[config.mk]
export PLATFORM = sky130hd
export DESIGN_NAME = regfile_debug_port
export DESIGN_NICKNAME = d
export VERILOG_FILES = /design/src/rtl/regfile_debug_port.sv
export SDC_FILE = /design/constraint.sdc
export NUM_CORES = 1
export LEC_CHECK = 0
export ABC_AREA = 1
export CAP_MARGIN = 20
export CORE_MARGIN = 2
export CORE_UTILIZATION = 30
export CTS_CLUSTER_SIZE = 16
export DETAILED_ROUTE_END_ITERATION = 8
export MAX_ROUTING_LAYER = met4
export PLACE_DENSITY_LB_ADDON = 0.05
export SLEW_MARGIN = 25
export SYNTH_ARGS = -nofsm -noshare
export SYNTH_HDL_FRONTEND = slang
export SYNTH_SLANG_ARGS = --single-unit
[constraint.sdc]
create_clock -name clk_i -period 1.2 [get_ports clk_i]
set_input_delay 0.24 -clock clk_i [delete_from_list [all_inputs] [get_ports clk_i]]
set_output_delay 0.24 -clock clk_i [all_outputs]
set_load 0.1 [all_outputs]
[src/rtl/regfile_debug_port.sv]
// Debug initiator for the register file: DUMP streams a register range out over
// valid/ready, LOAD writes a valid/ready input stream into a register range.
module regfile_debug_port #(
    parameter int NUM_REGISTERS = 32,
    parameter int DATA_WIDTH    = 32,
    parameter int SKIP_ZERO     = 1,
    parameter int ADDR_WIDTH    = $clog2(NUM_REGISTERS)
) (
    input  logic                  clk_i,
    input  logic                  rst_i,
    input  logic                  cmd_valid_i,
    output logic                  cmd_ready_o,
    input  logic                  cmd_op_i,
    input  logic [ADDR_WIDTH-1:0] cmd_start_i,
    input  logic [ADDR_WIDTH:0]   cmd_count_i,
    output logic [ADDR_WIDTH-1:0] rf_raddr_o,
    input  logic [DATA_WIDTH-1:0] rf_rdata_i,
    output logic [ADDR_WIDTH-1:0] rf_waddr_o,
    output logic [DATA_WIDTH-1:0] rf_wdata_o,
    output logic                  rf_we_o,
    output logic                  out_valid_o,
    input  logic                  out_ready_i,
    output logic [DATA_WIDTH-1:0] out_data_o,
    output logic [ADDR_WIDTH-1:0] out_addr_o,
    input  logic                  in_valid_i,
    output logic                  in_ready_o,
    input  logic [DATA_WIDTH-1:0] in_data_i,
    output logic                  busy_o,
    output logic                  done_o
);

    // state    | meaning
    // IDLE     | waiting for a command, cmd_ready high
    // DUMP_RD  | capture rf_rdata at addr into the output register
    // DUMP_OUT | hold the output word until the consumer takes it
    // LOAD     | accept input words, one register write per handshake
    // DONE     | one-cycle completion pulse, then back to IDLE
    typedef enum logic [2:0] {
        S_IDLE,
        S_DUMP_RD,
        S_DUMP_OUT,
        S_LOAD,
        S_DONE
    } state_t;

    localparam int CW = ADDR_WIDTH + 1;
    localparam logic [CW-1:0] NUM_REGS_C = CW'(NUM_REGISTERS);

    state_t                  state_q;
    logic [ADDR_WIDTH-1:0]   addr_q;
    logic [CW-1:0]           rem_q;
    logic                    out_valid_q;
    logic [DATA_WIDTH-1:0]   out_data_q;
    logic [ADDR_WIDTH-1:0]   out_addr_q;
    logic                    rf_we_q;
    logic [ADDR_WIDTH-1:0]   rf_waddr_q;
    logic [DATA_WIDTH-1:0]   rf_wdata_q;
    logic                    done_q;

    logic [ADDR_WIDTH-1:0]   addr_d;
    logic [CW-1:0]           rem_d;
    logic [CW-1:0]           count_clamped;
    logic                    last_xfer;

    // Power-of-two register count makes the natural overflow the wrap.
    assign addr_d        = addr_q + ADDR_WIDTH'(1);
    assign rem_d         = rem_q - CW'(1);
    assign last_xfer     = (rem_q == CW'(1));
    assign count_clamped = (cmd_count_i > NUM_REGS_C) ? NUM_REGS_C : cmd_count_i;

    always_ff @(posedge clk_i) begin
        if (rst_i) begin
            state_q     <= S_IDLE;
            addr_q      <= '0;
            rem_q       <= '0;
            out_valid_q <= 1'b0;
            out_data_q  <= '0;
            out_addr_q  <= '0;
            rf_we_q     <= 1'b0;
            rf_waddr_q  <= '0;
            rf_wdata_q  <= '0;
            done_q      <= 1'b0;
        end else begin
            rf_we_q <= 1'b0;
            done_q  <= 1'b0;
            case (state_q)
                S_IDLE: begin
                    if (cmd_valid_i) begin
                        addr_q <= cmd_start_i;
                        rem_q  <= count_clamped;
                        if (count_clamped == '0) begin
                            state_q <= S_DONE;
                            done_q  <= 1'b1;
                        end else begin
                            state_q <= cmd_op_i ? S_LOAD : S_DUMP_RD;
                        end
                    end
                end
                S_DUMP_RD: begin
                    out_data_q  <= rf_rdata_i;
                    out_addr_q  <= addr_q;
                    out_valid_q <= 1'b1;
                    state_q     <= S_DUMP_OUT;
                end
                S_DUMP_OUT: begin
                    if (out_valid_q && out_ready_i) begin
                        out_valid_q <= 1'b0;
                        addr_q      <= addr_d;
                        rem_q       <= rem_d;
                        if (last_xfer) begin
                            state_q <= S_DONE;
                            done_q  <= 1'b1;
                        end else begin
                            state_q <= S_DUMP_RD;
                        end
                    end
                end
                S_LOAD: begin
                    if (in_valid_i) begin
                        rf_waddr_q <= addr_q;
                        rf_wdata_q <= in_data_i;
                        // Register 0 is hardwired in the core; the word is still consumed.
                        rf_we_q    <= !((SKIP_ZERO != 0) && (addr_q == '0));
                        addr_q     <= addr_d;
                        rem_q      <= rem_d;
                        if (last_xfer) begin
                            state_q <= S_DONE;
                            done_q  <= 1'b1;
                        end
                    end
                end
                S_DONE: begin
                    state_q <= S_IDLE;
                end
                default: begin
                    state_q <= S_IDLE;
                end
            endcase
        end
    end

    assign cmd_ready_o = (state_q == S_IDLE);
    assign in_ready_o  = (state_q == S_LOAD);
    assign busy_o      = (state_q != S_IDLE);
    assign rf_raddr_o  = addr_q;
    assign rf_waddr_o  = rf_waddr_q;
    assign rf_wdata_o  = rf_wdata_q;
    assign rf_we_o     = rf_we_q;
    assign out_valid_o = out_valid_q;
    assign out_data_o  = out_data_q;
    assign out_addr_o  = out_addr_q;
    assign done_o      = done_q;

endmodule

After elaboration in Yosys (flattened, before gate mapping)
Cells that the tools add are included.

$add $sub $neg: 2. Order comparisons: 1. Equality and inequality tests: 8. Muxes and demuxes: 25. Bitwise logic cells: 2. Reductions and logical operators: 13.

Operators by type and width (count): 6-bit two-way mux (4); 3-bit two-way mux (6); 6-bit one-hot mux with 3 select lines (1); 5-bit two-way mux (3); 5-bit one-hot mux with 3 select lines (1); 3-bit one-hot mux with 4 select lines (1); 4-bit AND reduction (2); 3-bit by 2-bit == test with 1-bit output (second input constant) (2); 6-bit by 1-bit == test with 1-bit output (second input constant) (1); 6-bit > comparator (second input constant) (1); 6-bit logical NOT (1); 1-bit two-way mux (6); 2-bit != test (second input constant) (3); 3-bit nonzero test (2); 6-bit by 1-bit subtractor with 6-bit output (second input constant) (1); 5-bit by 1-bit adder with 5-bit output (second input constant) (1); 5-bit logical NOT (1); 2-bit AND reduction (2); 3-bit by 1-bit == test with 1-bit output (second input constant) (1); 3-bit logical NOT (1); 1-bit one-hot mux with 3 select lines (1); 3-bit OR reduction (1); 2-bit two-way mux (1); 2-bit by 1-bit != test with 1-bit output (second input constant) (1); other kinds (5) (6).

Register bits after elaboration: 91. Input bits: 81. Output and inout bits: 85. Logic and storage cells: 61.

Logic depth before layout (Yosys ltp)
Gate-level depths: netlist of run 1.

Word-level depth: 6. Depth in mapped cells: 10. Gate-level depth less buffers: 9.

Worst setup path before layout of run 1
OpenSTA, ideal clock, no wires.

Path kind: register to register. From: reg state_q[2]. To: reg state_q[1]. Setup time: 0.070 ns. Arrival time: 2.405 ns. Required time: 1.130 ns. Path slack: -1.276 ns. Cell stages (with the launch flop): 8. Path buffers: 0. Period minus slack after synthesis: 2.476 ns. Cells stage by stage: dfxtp_1 -> nor2_2 -> nand2_1 -> inv_1 -> nand3_1 -> nand2_1 -> nand2_1 -> a21oi_1.

Longest elaborated chain between the ends: 3. Elaborated cells on any way between the ends: 10. Those cells by class: eq/ne: 7; mux: 1; reduce/logical: 2.

Ends and longest elaborated chain: from (decl) (RTL line 49) `state_t state_q;`; from (signal assigned) (RTL line 95) `state_q <= cmd_op_i ? S_LOAD : S_DUMP_RD;`; 3-bit logical NOT *; named net cmd_ready_o (RTL line 12) `output logic cmd_ready_o,`; 2-bit != test (no line); 4-bit AND reduction (no line).

Mark *: on every way through the listed nets, which the timed path passes. The rest lies on a longest branch. A chain may end at the register's enable or synchronous reset.

Worst setup path in the final report of run 1
From: reg state_q[2]. To: out cmd_ready_o.

Longest elaborated chain between the ends: 1.

Ends and longest elaborated chain: 3-bit logical NOT (RTL line 142) `assign cmd_ready_o = (state_q == S_IDLE);`; to (decl) (RTL line 12).

No other way between the ends.

==> impl_metrics.csv, run 1 <==
group,metric,value,unit
floorplan,die_area,13400,sq um
timing,clock_skew,0.00540,ns
drt,finalWirelength,12500,um
clock_tree,cts_sinks,91,
drt,drt-initial-drc-count,161,
clock_tree,clk_pin_slew_worst_paths,0.07,ns
pwr,leakagePower,3.07,nW
timing,slew_headroom,0.819,
timing,fin_ws,-0.323,ns
clock_tree,clock_path_buffers,2,
floorplan,start_util,0.311,
global_route,antenna_found_initial,0,
critical_path,endpoint_kind,"output pin",
pwr,power_frac_seq,0.243,
floorplan,core-area,12100,sq um
pwr,p_int,10.0,mW
logic_synthesis,synth_edf_count,0,
floorplan,io_pins,166,
logic_synthesis,synth_area_leaders,"dfxtp_1 (48%), a21oi_1 (11%), nand2_1 (8.8%), nand3_1 (6.8%), o21ai_0 (6.0%)",
run_status,status,"finished, violations left",
logic_synthesis,synthFlopType,"dfxtp_1",
logic_synthesis,yosysTopAreaCell,"dfxtp_1",
critical_path,crit_type,"reg2out",
logic_synthesis,ys_seq_elements,91,
layout,drive_above_1_share,0.412,
pwr,p_sw,9.23,mW
logic_synthesis,async_reset_ff_frac,0,
timing,maxSlewViolCount,0,
placement,gp_congestion,0.819,
timing,fin_crit,1.52,ns
job,maxCapViolations,0,
global_route,grt_max_degree,41,
timing,setup_viol,95,
global_route,grt_pass1_wl,19600,um
floorplan,die_h,116,um
drt,drc,0,
floorplan,die_w,116,um
critical_path,crit_path_start_kind,"flip-flop",
layout,fillerInstances,1031,
clock_tree,htree_levels,3,
global_route,track_usage,0.191,
logic_synthesis,yosysMostFrequentCell,"dfxtp_1",
timing,worst_pin_slew,0.271,ns
layout,final_nets,818,
layout,final-seq-area,1950,sq um
layout,multiInputGateArea,1770,sq um
layout,instances_no_fill,906,
pwr,clockPowerShare,0.143,
logic_synthesis,synth_area,3760,sq um
drt,firstDrtPassIters,4,
floorplan,num_rows,40,
critical_path,critical_path_required,0.96,ns
drt,ant_nets,0,
drt,drt-wirelength-per-cell,13.8,um
clock_tree,cts_tree,"built",
layout,finalInstanceArea,7760,sq um
critical_path,crit_arrival,1.28,ns
timing,fmax,657,MHz
logic_synthesis,synth_cell_type_count,23,
logic_synthesis,syn-num-nets,601,
global_route,overflow,0,
critical_path,critPathMaxFanout,3,
pwr,swShare,0.479,
logic_synthesis,ys_seq_area_frac,0.484,
logic_synthesis,synth_top_area_frac,0.484,
pwr,power_frac_comb,0.614,
clock_tree,clk_latency,0.35,ns
logic_synthesis,synth_common_cells,"dfxtp_1 (91), nand2_1 (88), a21oi_1 (82), inv_1 (59), nand3_1 (51)",
run_status,violations,"setup timing",
placement,io_buffers,165,
drt,viasPerCell,4.60,
pwr,ir_drop,2.01,mV
timing,rsz0062_at_grt,"yes",
logic_synthesis,yosysWarnings,0,
logic_synthesis,syn_area_per_cell,7.29,sq um
worst_hold_path,hold_path.class,"in2reg",
layout,area_growth,106,%
placement,dp_hpwl,8620,um
clock_tree,hold_buffers,0,
drt,vias,4171,
clock_tree,root_buffer,"clkbuf_16",
placement,post_dp_cell_area,6920,sq um
logic_synthesis,syn_inst,516,
placement,place_inst,866,
global_route,grt_pass1_vias,4100,
clock_tree,cts_buffers,9,
timing,post-route-period-util,1.27,
timing,final_hold_viol_count,0,
layout,n_antenna_cell,0,
pwr,pwr_density_cell,2480,nW/um^2
## layout by cell type, fill, tap and decap left out, types with 8 or more instances in the layout
cell              n
buf_12           93
clkdlybuf4s50_1  80
nand2_1          75
dfxtp_2          74
a21oi_1          73
inv_1            57
buf_4            47
nand3_1          41
o21ai_1          37
nor2_1           36
o21ai_0          14
clkbuf_16        14
buf_6            13
a21oi_2           9
dfxtp_4           9
nand2_2           8
dfxtp_1           8
## critical path, cell delays in order, from the launching register on
cell,delay [ns]
dfxtp_4,0.36
nor2_4,0.12
buf_6,0.12
nand2_8,0.05
clkinvlp_4,0.10
buf_12,0.18
## sequential cells by signal (all words and copies together), names as in the netlist
register	flops
done_o	1
out_addr_o	5
out_data_o	32
out_valid_o	1
rem_q	6
rf_raddr_o	5
rf_waddr_o	5
rf_wdata_o	32
rf_we_o	1
state_q	3
## metal layers
| layer | wire length, um | track usage | up-vias |
|---|---|---|---|
| li1 | - | - | 2108 |
| met1 | 5730 | 0.250 | 1936 |
| met2 | 5810 | 0.295 | 119 |
| met3 | 808 | 0.0465 | 8 |
| met4 | 108 | 0.0516 | 0 |
| met5 | 0 | - | - |
## what timing repair did
action,CTS,global route
setup endpoints to repair,97,98
pin swaps,11,18
gates resized for setup,51,49
cloned,2,5
setup buffers,16,2
## metrics by stage
stage / util / power, mW / TNS [ns] / worst slack, ns / hold slack, ns
detailed placement: 0.571 / 15.7 / -25.18 / -0.461 / 0.454
global placement: 0.571 / 15.6 / -23.71 / -0.432 / 0.450
floorplan: - / 11.3 / -2.81 / -0.388 / 0.397
finish: 0.641 / 19.3 / -14.55 / -0.323 / 0.459
CTS: 0.620 / 19.2 / -12.99 / -0.324 / 0.452
global route: 0.641 / 20.2 / -21.15 / -0.383 / 0.463
## power groups by stage
stage	logic (mW)	registers [mW]	clock network [mW]
4_1_cts	11.6	4.69	2.84
2_1_floorplan	2.81	8.48	0
3_3_place_gp	10.9	4.72	0
6_report	11.8	4.68	2.76
5_1_grt	12.5	4.78	2.97
3_5_place_dp	11.0	4.75	0
## cell families after synthesis
kind of cell             count (synthesis)  share of synthesized area
AND/OR/NAND/NOR                        186                      0.209
AO/OA/AOI/OAI                          139                      0.189
buffers and inverters                   95                      0.102
flip-flops                              91                      0.484
adder cells (fa/ha/maj)                  4                     0.0133
XOR/XNOR                                 1                    0.00233
## layout make-up
cell class | instances | share of cell area
Sequential cell | 91 | 0.251
Inverter | 61 | 0.0305
Clock inverter | 5 | 0.00435
Timing Repair Buffer | 240 | 0.426
Tap cell | 168 | 0.0271
Multi-Input combinational cell | 330 | 0.228
Clock buffer | 11 | 0.0327
## final timing paths
check / cells after the start / startpoint / end / slack (ns)
setup / recovery: 5 / state_q[2] / cmd_ready_o / -0.32
hold / removal: 3 / in_data_i[19] / rf_wdata_o[19] / 0.46
setup reg to reg: 10 / state_q[2] / rf_raddr_o[2] / -0.26
hold reg to reg: 2 / out_data_o[17] / out_data_o[17] / 0.46
(Power assumes the default switching activity.)
==> inputs of run 2 (changes only) <==
CORE_MARGIN = 10   (was 2)
==> impl_metrics.csv, run 2 (synthesized netlist as in run 1, its figures left out) <==
group,metric,value,unit
drt,drc,0,
critical_path,slowest_delay,0.37,ns
timing,final_hold_viol_count,0,
layout,layout_common_cells,"buf_12 (92), clkdlybuf4s50_1 (80), dfxtp_2 (74)",
timing,worst_pin_slew,0.403,ns
critical_path,r2r-end,"rf_raddr_o[2]",
pwr,pwr_density_cell,2520,nW/um^2
drt,finalWirelength,14700,um
layout,layout_commonest_cell,"buf_12",
pwr,ir_drop,1.85,mV
clock_tree,htree_levels,3,
timing,rsz0062_at_grt,"yes",
run_status,status,"finished, violations left",
drt,viasPerCell,4.64,
pwr,leakagePower,3.06,nW
critical_path,crit_type,"reg2out",
global_route,grt_max_degree,40,
clock_tree,clock_path_buffers,2,
timing,maxSlewViolCount,0,
clock_tree,cts_sinks,91,
worst_hold_path,hold_start,"out_data_o[2]",
worst_hold_path,hold-path-endpoint,"out_data_o[2]",
clock_tree,root_buffer,"clkbuf_16",
global_route,grt.busiest_layer,"met2",
critical_path,reg2regPathDepth,10,
global_route,grt.met3_usage,0.0526,
layout,post-route-util,0.642,
drt,drt-wirelength-per-cell,16.4,um
floorplan,die_area,17400,sq um
worst_hold_path,hold_path.class,"reg2reg",
pwr,p_total,19.7,mW
timing,setup_viol,96,
global_route,grt_pass1_wl,22900,um
global_route,grt_util_met1,0.204,
floorplan,io_pins,166,
layout,drive_above_1_share,0.422,
layout,finalInstanceArea,7800,sq um
critical_path,crit_path_start_kind,"flip-flop",
critical_path,slowest_stage,"dfxtp_4",
drt,vias,4182,
critical_path,reg2reg_slack,-0.27,ns
global_route,antenna_found_initial,0,
floorplan,die_w,132,um
floorplan,num_rows,40,
placement,post_dp_cell_area,6840,sq um
drt,firstDrtPassIters,4,
critical_path,critPathMaxFanout,4,
timing,fmax,656,MHz
drt,ant_nets,0,
timing,setup_tns,-11.08,ns
layout,area_growth,108,%
timing,post-route-period-util,1.27,
critical_path,reg2reg_from,"state_q[0]",
run_status,violations,"setup timing",
critical_path,endpoint_kind,"output pin",
critical_path,crit_arrival,1.28,ns
global_route,overflow,0,
clock_tree,clk_pin_slew_worst_paths,0.06,ns
placement,io_buffers,165,
worst_hold_path,hold_path_depth,2,
clock_tree,cts_tree,"built",
floorplan,core-area,12200,sq um
clock_tree,clk_latency,0.34,ns
clock_tree,hold_buffers,0,
placement,pre_cts_slack,-0.433,ns
global_route,grt_pass1_vias,4196,
critical_path,path_cells,"nor2_4 -> buf_6 -> nand2_8 -> clkinvlp_4 -> buf_12",
layout,n_antenna_cell,0,
global_route,track_usage,0.168,
clock_tree,cts_buffers,9,
timing,fin_ws,-0.324,ns
timing,clock_skew,0.00516,ns
job,maxCapViolations,0,
floorplan,start_util,0.309,
critical_path,critical_path_required,0.96,ns
layout,fillerInstances,1026,
timing,slew_headroom,0.731,
drt,drt-initial-drc-count,230,
placement,dp_hpwl,9860,um
placement,gp_congestion,0.815,
timing,fin_crit,1.52,ns
floorplan,die_h,132,um
layout,final_nets,814,
global_route,grtUsageMet2,0.259,
==> run 2: cell types whose count changed in the layout (fill, tap and decap cells not counted), sizes merged <==
cell / delta
inv: -2
buf: -1
clkbuf: -1
==> run 2: layer usage <==
metal	part of all wire	up-vias	wire length, um
met3	0.067	14	984
met4	0.015	0	217
met1	0.45	1945	6590
met2	0.47	117	6960
li1	-	2106	-
met5	0	-	0
==> run 2: final cells by class <==
| class | instances | area (sq um) | area share |
|---|---|---|---|
| sequential | 91 | 1950 | 0.250 |
| tap | 168 | 210 | 0.0269 |
| timing repair buffer | 235 | 3330 | 0.427 |
| timing repair inverter | 1 | 7.51 | 0.000962 |
| inverter | 61 | 241 | 0.0309 |
| clock inverter | 2 | 11.3 | 0.00144 |
| multi-input combinational | 330 | 1810 | 0.232 |
| clock buffer | 14 | 244 | 0.0313 |
==> run 2: worst max-delay path by stage <==
stage	startpoint	end	depth (start not counted)
floorplan	state_q[2]	state_q[1]	7
global placement	in_valid_i	rem_q[1]	8
detailed placement	in_valid_i	rf_wdata_o[16]	5
CTS	state_q[2]	cmd_ready_o	5
global route	state_q[0]	cmd_ready_o	5
finish	state_q[0]	cmd_ready_o	5
==> run 2: repair_timing <==
item                                    in CTS  in global routing
setup buffers                               20                  2
cloned                                       9                  0
endpoints found under the setup margin     100                 97
resized for setup                           57                 47
pin swaps                                   23                 20
==> run 2: metrics by stage <==
stage / instances / hold WS (ns)
2_1_floorplan: 516 / 0.397
4_1_cts: 900 / 0.450
5_1_grt: 902 / 0.465
3_3_place_gp: 856 / 0.450
3_5_place_dp: 856 / 0.453
6_report: 902 / 0.462
==> run 2: where the power goes <==
| group | internal (mW) | switching [mW] |
|---|---|---|
| Sequential | 3.90 | 0.740 |
| Combinational | 4.88 | 7.61 |
| Clock | 1.41 | 1.15 |
==> run 2: critical path, delay by kind of cell (launching register included) <==
kind | cells | cell delay, ns
flip-flops | 1 | 0.37
AND/OR/NAND/NOR | 2 | 0.17
buffers and inverters | 3 | 0.41
==> inputs of run 3 (changes only) <==
CORE_ASPECT_RATIO = 0.6   (was not set)
RECOVER_POWER = 25   (was not set)
==> impl_metrics.csv, run 3 (synthesized netlist as in run 1, its figures left out) <==
group,metric,value,unit
run_status,status,"finished, violations left",
run_status,violations,"setup timing",
critical_path,crit_type,"reg2out",
critical_path,reg2reg_from,"state_q[0]",
global_route,grt_pass1_wl,24600,um
clock_tree,root_buffer,"clkbuf_16",
floorplan,start_util,0.310,
floorplan,core-area,12100,sq um
critical_path,critPathMaxFanout,4,
layout,n_antenna_cell,0,
pwr,ir_drop,1.19,mV
timing,slew_headroom,0.721,
global_route,grt_pass1_vias,4467,
floorplan,die_h,107,um
pwr,pwr_density_cell,2420,nW/um^2
placement,io_buffers,165,
clock_tree,clock_path_buffers,2,
drt,ant_nets,0,
pwr,leakagePower,3.37,nW
worst_hold_path,hold-path-endpoint,"state_q[2]",
pwr,power_frac_seq,0.218,
drt,vias,4464,
clock_tree,cts_tree,"built",
critical_path,endpoint_kind,"output pin",
drt,drc,0,
timing,final_hold_viol_count,0,
timing,holdWs,0.369,ns
worst_hold_path,hold_path.class,"in2reg",
pwr,p_sw,10.3,mW
floorplan,io_pins,166,
job,maxCapViolations,0,
clock_tree,hold_buffers,0,
clock_tree,clk_pin_slew_worst_paths,0.06,ns
critical_path,r2r-end,"rf_wdata_o[9]",
timing,post-route-period-util,1.28,
drt,viasPerCell,4.83,
floorplan,die_w,165,um
timing,rsz0062_at_grt,"yes",
placement,gp_congestion,0.887,
critical_path,crit_path_start_kind,"flip-flop",
pwr,swShare,0.487,
drt,drt-wirelength-per-cell,18.7,um
global_route,grt_max_degree,49,
timing,fin_crit,1.54,ns
floorplan,die_area,17600,sq um
layout,final_nets,840,
clock_tree,clk_latency,0.34,ns
timing,clock_skew,0.00642,ns
drt,finalWirelength,17300,um
timing,setup_tns,-21.20,ns
timing,fmax,651,MHz
timing,fin_ws,-0.337,ns
global_route,track_usage,0.181,
critical_path,critical_path_required,0.96,ns
worst_hold_path,hold_path_depth,3,
pwr,p_int,10.9,mW
clock_tree,cts_sinks,91,
layout,layout_common_cells,"clkdlybuf4s50_1 (79), buf_12 (79), dfxtp_2 (74)",
drt,firstDrtPassIters,5,
layout,area_growth,133,%
floorplan,num_rows,31,
worst_hold_path,hold_start,"rst_i",
layout,drive_above_1_share,0.603,
global_route,overflow,0,
critical_path,reg2regPathDepth,10,
timing,setup_viol,97,
timing,worst_pin_slew,0.418,ns
pwr,clockPowerShare,0.131,
global_route,antenna_found_initial,0,
critical_path,crit_arrival,1.30,ns
pwr,power_frac_comb,0.651,
layout,fillerInstances,854,
clock_tree,cts_buffers,9,
timing,maxSlewViolCount,0,
clock_tree,htree_levels,3,
placement,dp_hpwl,10400,um
drt,drt-initial-drc-count,281,
critical_path,reg2reg_slack,-0.33,ns
[run 3: changes by cell type in the layout (fill, tap and decap cells not counted), moves of 24 or more]
cell     before  now
a21oi_1      71   28
a21oi_2      11   54
buf_6        16   50
nand2_1      68   33
nand2_4       2   41
o21ai_2       0   24
[run 3: per-stage QoR]
stage	instance area [sq um]	util	cells	total power, mW	setup WS [ns]
after floorplan	3940	-	516	11.3	-0.388
after global placement	6890	0.567	855	15.7	-0.424
after detailed placement	6890	0.567	855	15.8	-0.459
after CTS	8130	0.669	909	20.1	-0.325
after global routing	8760	0.722	925	22.1	-0.394
final	8760	0.722	925	21.2	-0.337
[run 3: worst max path at each step]
| stage | endpoint | start | cells past startpoint | slack, ns |
|---|---|---|---|---|
| final | cmd_ready_o | state_q[0] | 5 | -0.34 |
| after global routing | rf_raddr_o[0] | state_q[0] | 11 | -0.39 |
| after CTS | cmd_ready_o | state_q[1] | 5 | -0.33 |
| after detailed placement | rem_q[2] | out_ready_i | 8 | -0.46 |
| after global placement | rem_q[5] | cmd_valid_i | 9 | -0.42 |
| after floorplan | state_q[1] | state_q[2] | 7 | -0.39 |
[run 3: routing by layer]
metal / wire length (um) / GRT usage
met2: 7940 / 0.276
met5: 0 / -
met1: 8240 / 0.236
met3: 1010 / 0.0497
met4: 63 / 0.0346
[run 3: critical path: stages, from the launching register on]
cell        delay [ns]
dfxtp_4           0.37
nor2_4            0.13
buf_6             0.12
nand2_8           0.05
clkinvlp_4        0.10
buf_12            0.18
[run 3: power by group through the flow]
stage                     Combinational, mW  Clock, mW  Sequential (mW)
after floorplan                        2.81          0             8.48
after global placement                 11.0          0             4.73
after detailed placement               11.1          0             4.76
after CTS                              12.6       2.83             4.67
after global routing                   14.4       2.96             4.70
final                                  13.8       2.78             4.61
[run 3: cell type report]
class                      instances  area [sq um]  share of cell area
clock buffer                      13           272              0.0310
clock inverter                     3          20.0             0.00229
inverter                          61           246              0.0281
multi-input combinational        330          2470               0.282
sequential                        91          1950               0.222
tap                              165           206              0.0236
timing repair buffer             261          3590               0.409
timing repair inverter             1          7.51            0.000857
[run 3: repair_timing]
action | CTS | global route
pin swaps | 33 | 57
cloned | 11 | 10
resized for setup | 137 | 174
endpoints found under the setup margin | 91 | 98
setup buffers | 27 | 13
